<file path="src/rtl/parity_frame_rx_pkg.sv">
// parity_frame_rx_pkg: shared types, line constant and parity helper for the receiver and checker stages
package parity_frame_rx_pkg;
    typedef enum logic [2:0] {IDLE, START, DATA, PARITY, STOP, HOLD} rx_state_t;
    localparam logic LINE_IDLE = 1'b1;
    function automatic logic even_parity_err(input logic [31:0] data, input logic parity);
        return ^data ^ parity;
    endfunction
endpackage

</file>
<file path="src/rtl/rx_bit_timer.sv">
// rx_bit_timer: mod-CLKS_PER_BIT counter with clear, flags mid-bit and end-of-bit counts
//   clk, rst  : clock, synchronous active-high reset
//   clr       : hold/restart the count at zero
//   half_tick : count == CLKS_PER_BIT/2-1
//   full_tick : count == CLKS_PER_BIT-1
module rx_bit_timer #(
    parameter int CLKS_PER_BIT = 4
) (
    input  logic clk,
    input  logic rst,
    input  logic clr,
    output logic half_tick,
    output logic full_tick
);
    localparam int CW = $clog2(CLKS_PER_BIT);
    logic [CW-1:0] cnt;
    always_ff @(posedge clk) begin
        if (rst || clr) cnt <= '0;
        else cnt <= full_tick ? '0 : cnt + CW'(1);
    end
    assign half_tick = cnt == CW'(CLKS_PER_BIT / 2 - 1);
    assign full_tick = cnt == CW'(CLKS_PER_BIT - 1);
endmodule

</file>
<file path="src/rtl/parity_frame_rx.sv">
// parity_frame_rx: serial start/data/even-parity/stop receiver feeding the parity checker
//   rx_in     : serial line, idles high, already synchronised
//   data_out  : received data, LSB = first bit on the line
//   par_out   : received parity bit
//   pec       : even-parity violation flag
//   frame_err : stop bit sampled low
//   valid     : frame held on outputs until valid && ready
module parity_frame_rx
    import parity_frame_rx_pkg::*;
#(
    parameter int DATA_W       = 4,
    parameter int CLKS_PER_BIT = 4
) (
    input  logic              clk,
    input  logic              rst,
    input  logic              rx_in,
    output logic [DATA_W-1:0] data_out,
    output logic              par_out,
    output logic              pec,
    output logic              frame_err,
    output logic              valid,
    input  logic              ready
);
    localparam int IW = $clog2(DATA_W + 1);
    rx_state_t         state;
    logic [IW-1:0]     idx;
    logic [DATA_W-1:0] shreg;
    logic              par_s;
    logic              clr;
    logic              half_tick;
    logic              full_tick;
    // timer sits at zero while idle and restarts at the confirmed start-bit centre,
    // so every later full_tick lands mid-bit
    assign clr = state == IDLE || (state == START && half_tick);
    rx_bit_timer #(.CLKS_PER_BIT(CLKS_PER_BIT)) u_timer (
        .clk       (clk),
        .rst       (rst),
        .clr       (clr),
        .half_tick (half_tick),
        .full_tick (full_tick)
    );
    always_ff @(posedge clk) begin
        if (rst) begin
            state     <= IDLE;
            idx       <= '0;
            shreg     <= '0;
            par_s     <= 1'b0;
            data_out  <= '0;
            par_out   <= 1'b0;
            pec       <= 1'b0;
            frame_err <= 1'b0;
            valid     <= 1'b0;
        end else begin
            case (state)
                IDLE:   if (rx_in != LINE_IDLE) state <= START;
                START:  if (half_tick) begin
                            state <= rx_in == LINE_IDLE ? IDLE : DATA;
                            idx   <= '0;
                        end
                // right shift: after DATA_W bits the first one received sits at bit 0
                DATA:   if (full_tick) begin
                            shreg <= DATA_W'({rx_in, shreg} >> 1);
                            idx   <= idx + IW'(1);
                            if (idx == IW'(DATA_W - 1)) state <= PARITY;
                        end
                PARITY: if (full_tick) begin
                            par_s <= rx_in;
                            state <= STOP;
                        end
                STOP:   if (full_tick) begin
                            data_out  <= shreg;
                            par_out   <= par_s;
                            pec       <= even_parity_err(32'(shreg), par_s);
                            frame_err <= rx_in != LINE_IDLE;
                            valid     <= 1'b1;
                            state     <= HOLD;
                        end
                HOLD:   if (ready) begin
                            valid <= 1'b0;
                            state <= IDLE;
                        end
                default: state <= IDLE;
            endcase
        end
    end
endmodule

</file>
<file path="config.mk">
export PLATFORM = sky130hd
export DESIGN_NAME = parity_frame_rx
export DESIGN_NICKNAME = d
export VERILOG_FILES = /design/src/rtl/parity_frame_rx_pkg.sv /design/src/rtl/rx_bit_timer.sv /design/src/rtl/parity_frame_rx.sv
export SDC_FILE = /design/constraint.sdc
export NUM_CORES = 1
export LEC_CHECK = 0
export CAP_MARGIN = 0
export CORE_ASPECT_RATIO = 0.9
export CORE_MARGIN = 2
export CORE_UTILIZATION = 45
export CTS_CLUSTER_SIZE = 28
export DETAILED_ROUTE_END_ITERATION = 10
export PLACE_DENSITY_LB_ADDON = 0.15
export SYNTH_ARGS = -nofsm -noshare
export SYNTH_HDL_FRONTEND = slang
export SYNTH_SLANG_ARGS = --single-unit
</file>
<file path="constraint.sdc">
create_clock -name clk -period 1.4 [get_ports clk]
set_input_delay 0.21 -clock clk [delete_from_list [all_inputs] [get_ports clk]]
set_output_delay 0.21 -clock clk [all_outputs]
set_load 0.02 [all_outputs]
</file>
== Yosys cells after proc, flatten, opt, wreduce, memory -nomap -nowiden ==
Index checks and enable logic that the tools add are counted.

* Add/sub/neg operators: 2
* Equal/unequal tests: 15
* Bitwise gates (word level): 2
* Reduce and logical (&&, ||, !) cells: 14
* Muxes and demuxes: 15

{| class="wikitable"
|+ Operators with widths
! operator !! number
|-
| 32-bit XOR reduction || 1
|-
| 3-bit two-way mux || 9
|-
| 3-bit case mux with 6 select lines || 1
|-
| 3-bit by 2-bit equality test with 1-bit output, second input constant || 3
|-
| 2-bit != test, second input constant || 4
|-
| 7-bit AND reduction || 1
|-
| 3-bit equality test, second input constant || 2
|-
| 2-bit by 1-bit != test with 1-bit output, second input constant || 3
|-
| 3-bit case mux with 2 select lines || 1
|-
| 2-bit AND reduction || 3
|-
| 3-bit AND reduction || 2
|-
| 2-bit nonzero test || 2
|-
| 3-bit by 1-bit adder with 3-bit output, second input constant || 1
|-
| 3-bit by 1-bit equality test with 1-bit output, second input constant || 1
|-
| 3-bit zero test || 1
|-
| 2-bit by 1-bit adder with 2-bit output, second input constant || 1
|-
| 2-bit by 1-bit equality test with 1-bit output, second input constant || 1
|-
| 2-bit equality test, second input constant || 1
|-
| 1-bit logical OR || 2
|-
| 1-bit two-way mux || 2
|-
| 2-bit two-way mux || 1
|-
| 1-bit case mux with 2 select lines || 1
|-
| 2-bit OR reduction || 1
|-
| 1-bit logical AND || 1
|-
| other kinds (2) || 2
|}

* Bits in registers: 21
* Output and inout port bits: 8

== Depth between registers and ports, before layout ==
Gate-level depths: netlist (run 1).

* Depth in word-level cells: 5
* Mapped depth: 6
* Mapped depth without buffers: 6

== Cells and area by module ==
From an unflattened synthesis (run 1), not the netlist that was laid out.

* Cells, all modules: 106
* Area total of the unflattened synthesis: 1066.0 um^2

{| class="wikitable"
|+ By module, submodules not included
! module !! times used !! area an instance (um^2) !! seq. area each (um^2) !! cells an instance
|-
| parity_frame_rx || 1 || 984.7 || 380.4 || 99
|-
| rx_bit_timer || 1 || 81.3 || 40.0 || 7
|}

== Least setup slack after synthesis (run 1) ==
No wires, ideal clock.

* Path type: reg2reg
* From: reg u_timer.cnt[0]
* To: reg state[1]
* Stages on the path, launching flop included: 6
* Arrival: 1.191 ns
* Period minus slack after synthesis: 1.287 ns
* Path buffers: 0
* Data required time: 1.304 ns
* Setup slack: 0.113 ns
* Library setup time: 0.096 ns
* Cells stage by stage: dfxtp_1 > ha_1 > nor2b_1 > o21bai_2 > nand3_2 > o41ai_2

* Longest elaborated chain between the ends: 3
* Elaborated cells on any way between the ends: 7

{| class="wikitable"
|+ RTL lines
! what !! RTL line !! text
|-
| start, declared || rx_bit_timer.sv:16 || <nowiki>logic [CW-1:0] cnt;</nowiki>
|-
| start signal, assigned || rx_bit_timer.sv:19 || <nowiki>else cnt <= full_tick ? '0 : cnt + CW'(1);</nowiki>
|-
| 2-bit equality test or 2-bit by 1-bit equality test with 1-bit output (tied branches) || rx_bit_timer.sv:22, rx_bit_timer.sv:21 ||
|-
| 2-bit by 1-bit != test with 1-bit output (no line) or 2-bit != test (tied branches) || -- ||
|-
| 7-bit AND reduction (no line) * || -- ||
|-
| end signal, assigned || parity_frame_rx.sv:57 || <nowiki>state <= rx_in == LINE_IDLE ? IDLE : DATA;</nowiki>
|-
| end, declared || parity_frame_rx.sv:25 || <nowiki>rx_state_t state;</nowiki>
|}

Mark *: on every way between the ends. The rest lies on a longest branch, timed or not.
A chain may end at the register's enable or synchronous reset.

== Final worst setup path (run 1) ==
* From: reg u_timer.cnt[1]
* To: reg state[1]

The elaborated chain is that of the path after synthesis.

==> results of run 1 <==
## per-layer routing
layer  vias up  track usage
met3         2       0.0636
met1       350        0.240
met5         -            0
li1        411            -
met2        10        0.241
met4         0       0.0542
## power breakdown
part	internal [mW]	total (mW)	switching, mW
logic	0.163	0.319	0.155
clock network	0.107	0.301	0.194
registers	0.637	0.706	0.0698
## final cells by class
class	count	area, µm²	area share
clock inverters	1	5.00	0.00400
well taps	27	33.8	0.0270
clock buffers	3	22.5	0.0180
multi-input cells	76	572	0.457
repair buffers	21	175	0.140
inverters	4	15.0	0.0120
flip-flops and latches	21	427	0.341
## worst reg2reg max path, delay by kind of cell, from the launching register on
kind / cells / cell delay (ps)
AOI/OAI and AO/OA: 3 / 520
adders and majority gates: 1 / 180
buffers and inverters: 1 / 40
and+or+nand+nor: 1 / 190
DFF: 1 / 340
## layout by cell type (no fill, tap or decap), drive strengths merged, types with 2 or more instances in the layout
master and count:
inv 4, o21bai 2, dlygate4sd2 8, nand3b 2, nand3 2, clkbuf 3, buf 10, nand2b 4
a211o 2, dfxtp 21, nor2 20, nand2 4, clkdlybuf4s50 3, ha 4, mux2i 12, a21oi 7
## flip-flops by register name, summed over array words and instances, names as in the netlist
signal and cells:
data_out 4, frame_err 1, idx 3, par_out 1, par_s 1, pec 1
shreg 4, state 3, u_timer.cnt 2, valid 1
## metrics by stage
step / instances / setup TNS (ps) / setup slack, ps / total power, mW
finish: 153 / 0 / 73.8 / 1.33
global route: 153 / -22.1 / -22.1 / 1.41
CTS: 152 / 0 / 0.578 / 1.32
detailed placement: 148 / -58.3 / -58.3 / 1.01
global placement: 148 / -3.35 / -3.35 / 1.00
floorplan: 108 / 0 / 113 / 0.937
## cells by family (layout without fill, tap and decap cells)
group,count (synthesis),in the layout
AO/OA/AOI/OAI,16,16
XOR/XNOR,3,3
adder cells (fa/ha/maj),4,4
buffers and inverters,11,29
flip-flops,21,21
multiplexers,12,12
AND/OR/NAND/NOR,41,41
## what timing repair did
item                                   4_1_cts  5_1_grt
setup buffers                                0        1
gates resized for setup                     11        7
endpoints found under the hold margin        0        0
setup endpoints to repair                   10        7
pin swaps                                    0        2
## worst paths after layout
check	cells after the start	end	startpoint	slack [ps]
setup / recovery	6	state[1]	u_timer.cnt[1]	70
hold / removal	1	u_timer.cnt[0]	u_timer.cnt[0]	460
setup reg to reg	6	state[1]	u_timer.cnt[1]	70
hold reg to reg	1	u_timer.cnt[0]	u_timer.cnt[0]	460
==> results.py, run 1 <==
metrics = {
    "sta": {
        "worst_hold_slack_ps": 463,
        "worst_pin_slew_ps": 309,
        "grt_setup_unrepaired": "yes",
        "hold_viol": 0,
        "fin_skew_ps": 21.4,
        "maxSlewViolCount": 0,
        "fin_crit_sh": 0.947,
        "max_freq_mhz": 754,
        "finalSetupViolations": 0,
        "fin_crit_ps": 1330,
        "timing.slew.headroom": 0.793,
    },
    "placement": {
        "place_area_mm2": 0.00120,
        "routabilityCongestion": 0.792,
        "portBuffers": 11,
        "dpl.hpwl_mm": 1.35,
    },
    "pwr": {
        "p_per_area_mw_per_mm2": 1060,
        "p_leak_nw": 0.562,
        "ir_drop_mv": 0.804,
    },
    "logic_synthesis": {
        "synth_top_family_by_area": "simple AND/OR/NAND/NOR gates",
        "muxShareOfSynthArea": 0.116,
        "ys_top_cells_by_count": "dfxtp_1 (21), nor2_1 (20), mux2i_1 (12), a21oi_1 (6)",
        "synth_cells": 108,
        "synthSimpleGateAreaFrac": 0.209,
        "synth_area_leader_cell": "dfxtp_1",
        "syn_area_mm2": 0.00103,
        "synth_fa_ha_area_frac": 0.0484,
        "synth_nets": 116,
        "ys_seq_area_frac": 0.406,
        "yosysUniqueCellTypes": 36,
        "synth_area_leaders": "dfxtp_1 (41%), mux2i_1 (12%), nor2_1 (7.3%)",
        "synth_xor_area_frac": 0.0387,
        "syn-mean-instance-area_um2": 9.58,
        "synthFlopType": "dfxtp_1",
        "yosysMostFrequentCell": "dfxtp_1",
        "synth_warnings": 0,
        "async_flop_share": 0,
        "ys_seq_elements": 21,
        "synth_compound_area_frac": 0.121,
        "yosys.area.top_type_share": 0.406,
        "synth_edf_count": 0,
    },
    "setup_path": {
        "worstPathArrival_ps": 1560,
        "crit_path_end_kind": "flip-flop",
        "cpPeakStageDelay_ps": 350,
        "startpoint_type": "flip-flop",
        "crit_required_ps": 1640,
        "path_max_fanout": 3,
        "crit_buf_inv": 1,
        "cpLargestDelayFamily": "compound AO/OA/AOI/OAI gates",
        "path_cells": "inv_1, ha_2, nor3b_2, o21bai_2, a211o_2, o41ai_2",
        "path_class": "reg2reg",
        "cp_slowest_cell": "a211o_2",
    },
    "route": {
        "ant_nets": 0,
        "wl_per_cell_um": 12.5,
        "met2_length_um": 857,
        "finalWirelength_mm": 1.92,
        "wl_met3_um": 76,
        "routed.top_layer": "met4",
        "via_count": 773,
        "route.detailed.drc": 0,
        "avgViaCountPerCell": 5.05,
        "initialDrtViolationCount": 12,
        "wl_met1_um": 970,
        "firstDrtPassIters": 6,
    },
    "die": {
        "die_x_um": 54.5,
        "core_region_area_mm2": 0.00218,
        "placementRows": 16,
        "die_h_um": 49.5,
        "die_area_mm2": 0.00270,
        "start_util": 0.474,
        "boundaryPins": 12,
    },
    "min_path": {
        "hold_class": "reg2reg",
    },
    "global_routing": {
        "antenna_found_initial": 0,
        "grt_pass1_vias": 762,
        "grt_usage": 0.171,
        "overflow": 0,
        "grt_pass1_wl_mm": 3.36,
        "grt_max_degree": 14,
    },
    "finish": {
        "utilization": 0.573,
        "fillers": 202,
        "nets": 135,
        "drive_above_1_share": 0.246,
        "areaGrowthSynthToFinish_pct": 20.8,
        "fin_area_mm2": 0.00125,
        "n_antenna_cell": 0,
    },
    "clocking": {
        "cts_tree": "yes",
        "h-tree-depth": 1,
        "worstSkewPairLatency_ps": 320,
        "clkTransAtPathRegs_ps": 130,
        "cts_buffers": 3,
        "cts_root_buffer": "clkbuf_4",
        "cts_sinks": 21,
        "cts.path.max_buffers": 2,
        "hold_buffers": 0,
    },
    "outcome": {
        "outcome": "completed",
    },
    "flow_run": {
        "maxCapViolations": 0,
    },
}
Note: power is estimated with default switching activity, not from simulation.
==> run 2: changes to the inputs <==
--- a/config.mk
+++ b/config.mk
@@ -14,4 +14,5 @@
 export PLACE_DENSITY_LB_ADDON = 0.15
 export SYNTH_ARGS = -nofsm -noshare
 export SYNTH_HDL_FRONTEND = slang
+export SYNTH_HIERARCHICAL = 1
 export SYNTH_SLANG_ARGS = --single-unit
==> results.py, run 2 <==
metrics = {
    "outcome": {
        "outcome": "completed",
    },
    "min_path": {
        "hold_class": "reg2reg",
        "hp-start": "u_timer/cnt[0]",
        "min_path_cells": 1,
        "hold_path_end": "u_timer/cnt[0]",
    },
    "logic_synthesis": {
        "yosys.area.top_type_share": 0.394,
        "synth_area_leader_cell": "dfxtp_1",
        "ys_seq_area_frac": 0.394,
        "ys_top_cells_by_count": "dfxtp_1 (21), nor2_1 (16), mux2i_1 (11), a21oi_1 (5)",
        "synthFlopType": "dfxtp_1",
        "ys_seq_elements": 21,
        "yosysUniqueCellTypes": 40,
        "synth_cells": 106,
        "syn-mean-instance-area_um2": 10.1,
        "synth_area_leaders": "dfxtp_1 (39%), mux2i_1 (10%), nor2_1 (5.6%)",
        "syn_area_mm2": 0.00107,
        "async_flop_share": 0,
        "yosysMostFrequentCell": "dfxtp_1",
        "synth_edf_count": 0,
        "synth_warnings": 6,
        "synth_nets": 114,
    },
    "clocking": {
        "cts_root_buffer": "clkbuf_4",
        "h-tree-depth": 1,
        "cts.path.max_buffers": 2,
        "worstSkewPairLatency_ps": 300,
        "cts_buffers": 3,
        "hold_buffers": 0,
        "cts_tree": "yes",
        "clkTransAtPathRegs_ps": 120,
        "cts_sinks": 21,
    },
    "die": {
        "placementRows": 16,
        "die_h_um": 50.2,
        "boundaryPins": 12,
        "start_util": 0.484,
        "die_area_mm2": 0.00277,
        "core_region_area_mm2": 0.00220,
        "die_x_um": 55.3,
    },
    "route": {
        "firstDrtPassIters": 4,
        "avgViaCountPerCell": 5.17,
        "wl_per_cell_um": 13.3,
        "ant_nets": 0,
        "via_count": 786,
        "finalWirelength_mm": 2.02,
        "initialDrtViolationCount": 12,
        "route.detailed.drc": 0,
    },
    "placement": {
        "place_area_mm2": 0.00123,
        "dpl.cell_count": 146,
        "dp_slack_ps": -54.8,
        "dpl.hpwl_mm": 1.45,
        "routabilityCongestion": 0.752,
        "portBuffers": 11,
    },
    "setup_path": {
        "rr_worst_depth": 5,
        "worstPathArrival_ps": 1580,
        "startpoint_type": "flip-flop",
        "reg2reg_to": "state[1]",
        "timing.rr.start": "u_timer/cnt[0]",
        "crit_required_ps": 1610,
        "path_max_fanout": 3,
        "path_class": "reg2reg",
        "regToRegSetupSlack_ps": 40,
        "crit_path_end_kind": "flip-flop",
    },
    "global_routing": {
        "grt_max_degree": 14,
        "antenna_found_initial": 0,
        "grt_pass1_vias": 822,
        "grt_pass1_wl_mm": 3.62,
        "overflow": 0,
        "grt_usage": 0.161,
    },
    "pwr": {
        "p_leak_nw": 0.566,
        "power_frac_seq": 0.525,
        "p_clk_frac": 0.211,
        "combPwrFrac": 0.264,
        "p_sw_frac": 0.317,
        "power_switching_uw": 431,
        "ir_drop_mv": 0.615,
        "p_per_area_mw_per_mm2": 1050,
        "power.internal_uw": 927,
    },
    "sta": {
        "hold_viol": 0,
        "finalWorstSetupSlack_ps": 37.9,
        "maxSlewViolCount": 0,
        "max_freq_mhz": 734,
        "fin_skew_ps": 11.0,
        "fin_crit_ps": 1360,
        "timing.slew.headroom": 0.802,
        "finalSetupViolations": 0,
        "worst_pin_slew_ps": 296,
        "fin_crit_sh": 0.973,
    },
    "finish": {
        "nets": 134,
        "areaGrowthSynthToFinish_pct": 21.6,
        "fin_area_mm2": 0.00130,
        "drive_above_1_share": 0.280,
        "top_regs": "data_out x4, shreg x4",
        "fillers": 219,
        "n_antenna_cell": 0,
        "final_cell_mix": "nor2_1 (16), dfxtp_1 (16), mux2i_1 (11), buf_4 (11), dlygate4sd2_1 (8)",
        "instances_no_fill": 152,
    },
    "flow_run": {
        "maxCapViolations": 0,
    },
}
## run 2: timing repair
action / 4_1_cts / 5_1_grt
resized for setup: 10 / 9
pin swaps: 0 / 1
cloned: 0 / 0
setup buffers: 0 / 2
endpoints found under the setup margin: 13 / 14
## run 2: how the worst max path moves through the flow
stage                   start       end  slack [ps]  cells after the start
4_1_cts              state[1]  state[1]           2                      4
3_5_place_dp   u_timer/cnt[0]  state[1]         -50                      6
5_1_grt        u_timer/cnt[1]    idx[1]          -4                      6
2_1_floorplan  u_timer/cnt[0]  state[1]          60                      5
6_report       u_timer/cnt[0]  state[1]          40                      5
3_3_place_gp   u_timer/cnt[0]  state[1]          -2                      6
## run 2: final cells by class
class | instances | area, µm² | area share
clock buffers | 4 | 26.3 | 0.0203
repair buffers | 22 | 183 | 0.141
inverters | 4 | 15.0 | 0.0116
flip-flops and latches | 21 | 427 | 0.329
multi-input cells | 74 | 612 | 0.472
well taps | 27 | 33.8 | 0.0261
## run 2: critical path, cell delays in order, from the launching register on
cell      delay [ps]
dfxtp_2          360
ha_2             200
nor3b_2          250
o21bai_4         100
a211o_1          320
o41ai_2           50
## run 2: through the flow
stage | utilization | total power, mW | TNS (ps) | hold slack, ps
after floorplan | - | 1.00 | 0 | 287
final | 0.589 | 1.36 | 0 | 468
after global placement | 0.557 | 1.04 | -1.76 | 442
after detailed placement | 0.557 | 1.05 | -75.3 | 461
after CTS | 0.566 | 1.35 | 0 | 481
after global routing | 0.589 | 1.43 | -5.48 | 490
## run 2: power by group through the flow
stage | combinational [mW] | sequential (mW) | clock [mW]
2_1_floorplan | 0.332 | 0.669 | 0
3_3_place_gp | 0.328 | 0.710 | 0
3_5_place_dp | 0.336 | 0.713 | 0
4_1_cts | 0.337 | 0.703 | 0.309
5_1_grt | 0.387 | 0.725 | 0.320
6_report | 0.358 | 0.713 | 0.287
## run 2: cell families after synthesis
| kind of cell | after synthesis | share of synthesized area |
|---|---|---|
| flip-flops | 21 | 0.394 |
| AO/OA/AOI/OAI | 16 | 0.133 |
| AND/OR/NAND/NOR | 40 | 0.223 |
| adder cells (fa/ha/maj) | 4 | 0.0470 |
| buffers and inverters | 11 | 0.0622 |
| XOR/XNOR | 3 | 0.0376 |
| multiplexers | 11 | 0.103 |
## run 2: per-layer routing
metal,global-route usage,vias to the layer above,part of all wire
li1,-,407,-
met1,0.214,370,0.51
met2,0.260,9,0.45
met3,0.0541,0,0.037
met4,0.0244,0,0
met5,0,-,0
==> run 3: changes to the inputs <==
--- a/config.mk
+++ b/config.mk
@@ -7,7 +7,7 @@
 export LEC_CHECK = 0
 export CAP_MARGIN = 0
 export CORE_ASPECT_RATIO = 0.9
-export CORE_MARGIN = 2
+export CORE_MARGIN = 4
 export CORE_UTILIZATION = 45
 export CTS_CLUSTER_SIZE = 28
 export DETAILED_ROUTE_END_ITERATION = 10
==> results.py, run 3 (synthesized netlist as in run 2, its figures left out) <==
metrics = {
    "clocking": {
        "cts_tree": "yes",
        "h-tree-depth": 1,
        "post_cts_buffers": 0,
        "hold_buffers": 0,
        "worstSkewPairLatency_ps": 310,
        "cts.path.max_buffers": 2,
        "cts_buffers": 3,
        "cts_root_buffer": "clkbuf_4",
        "cts_sinks": 21,
        "clkTransAtPathRegs_ps": 120,
    },
    "min_path": {
        "hold_class": "reg2reg",
        "min_path_cells": 1,
    },
    "pwr": {
        "p_per_area_mw_per_mm2": 1060,
        "p_sw_frac": 0.314,
        "p_leak_nw": 0.578,
        "p_clk_frac": 0.207,
        "power.internal_uw": 957,
        "power_switching_uw": 437,
        "ir_drop_mv": 0.767,
        "combPwrFrac": 0.282,
        "power.total_mw": 1.39,
        "power_frac_seq": 0.511,
    },
    "route": {
        "ant_nets": 0,
        "finalWirelength_mm": 1.94,
        "wl_per_cell_um": 12.5,
        "initialDrtViolationCount": 17,
        "firstDrtPassIters": 3,
        "avgViaCountPerCell": 5.17,
        "route.detailed.drc": 0,
        "via_count": 802,
    },
    "finish": {
        "nets": 137,
        "drive_above_1_share": 0.289,
        "n_antenna_cell": 0,
        "final_cell_mix": "dfxtp_1 (17), nor2_1 (16), buf_4 (14), mux2i_1 (11), dlygate4sd2_1 (8)",
        "fin_area_mm2": 0.00131,
        "top_regs": "data_out x4, shreg x4",
        "fillers": 206,
        "final_common_cell": "dfxtp_1",
        "areaGrowthSynthToFinish_pct": 23.0,
    },
    "placement": {
        "place_area_mm2": 0.00126,
        "routabilityCongestion": 0.739,
        "portBuffers": 11,
        "dp_slack_ps": -52.7,
        "dpl.hpwl_mm": 1.46,
    },
    "setup_path": {
        "crit_path_end_kind": "flip-flop",
        "rr_worst_depth": 6,
        "cpPeakStageDelay_ps": 360,
        "cp_slowest_cell": "dfxtp_2",
        "crit_required_ps": 1620,
        "path_class": "reg2reg",
        "regToRegSetupSlack_ps": 60,
        "path_max_fanout": 3,
        "path_cells": "inv_1, ha_2, nor3b_4, o21bai_4, a211o_1, o41ai_2",
        "worstPathArrival_ps": 1560,
        "startpoint_type": "flip-flop",
    },
    "global_routing": {
        "grt_pass1_wl_mm": 3.24,
        "grt_pass1_vias": 738,
        "grt_usage": 0.134,
        "overflow": 0,
        "antenna_found_initial": 0,
        "grt_max_degree": 14,
    },
    "die": {
        "die_area_mm2": 0.00321,
        "die_x_um": 59.3,
        "core_region_area_mm2": 0.00222,
        "start_util": 0.480,
        "boundaryPins": 12,
        "die_h_um": 54.2,
        "placementRows": 16,
    },
    "sta": {
        "timing.slew.headroom": 0.766,
        "worst_pin_slew_ps": 351,
        "hold_viol": 0,
        "fin_skew_ps": 10.2,
        "grt_setup_unrepaired": "yes",
        "max_freq_mhz": 745,
        "fin_crit_ps": 1340,
        "finalWorstSetupSlack_ps": 56.9,
        "finalSetupViolations": 0,
        "worst_hold_slack_ps": 470,
        "fin_crit_sh": 0.959,
        "maxSlewViolCount": 0,
    },
    "flow_run": {
        "maxCapViolations": 0,
    },
    "outcome": {
        "outcome": "completed",
    },
}
## run 3: layout make-up
type,instances,area [µm²],area share
multi-input cells,74,606,0.462
clock buffers,4,26.3,0.0200
flip-flops and latches,21,425,0.324
inverters,4,15.0,0.0115
repair buffers,25,205,0.156
well taps,27,33.8,0.0258
## run 3: timing repair
action,CTS,global route
resized for setup,12,5
endpoints found under the setup margin,14,11
pin swaps,1,1
## run 3: final timing paths
check                   end           start
max                state[1]  u_timer/cnt[1]
min          u_timer/cnt[0]  u_timer/cnt[0]
max reg2reg        state[1]  u_timer/cnt[1]
min reg2reg  u_timer/cnt[0]  u_timer/cnt[0]
## run 3: through the flow
step	TNS [ps]	instances	utilization
2_1_floorplan	0	106	-
3_3_place_gp	0	151	0.569
3_5_place_dp	-98.8	151	0.569
4_1_cts	0	155	0.579
5_1_grt	-20.6	155	0.590
6_report	0	155	0.590
## run 3: routing by layer
| metal | track usage | vias to the layer above | wire length (µm) |
|---|---|---|---|
| met4 | 0.0453 | 0 | 22 |
| met2 | 0.216 | 7 | 872 |
| met5 | 0 | - | 0 |
| met1 | 0.168 | 376 | 975 |
| li1 | - | 415 | - |
| met3 | 0.0456 | 4 | 66 |
## run 3: critical path, delay by kind of cell, from the launching register on
kind	cells	cell delay, ps
AO/OA/AOI/OAI	3	450
adder cells (fa/ha/maj)	1	190
buffers and inverters	1	50
flip-flops	1	360
AND/OR/NAND/NOR	1	210
## run 3: power groups by stage
stage / Sequential, mW / Clock, mW / Combinational, mW
2_1_floorplan: 0.669 / 0 / 0.332
3_3_place_gp: 0.710 / 0 / 0.362
6_report: 0.712 / 0.289 / 0.393
3_5_place_dp: 0.710 / 0 / 0.371
5_1_grt: 0.722 / 0.324 / 0.434
4_1_cts: 0.700 / 0.305 / 0.373
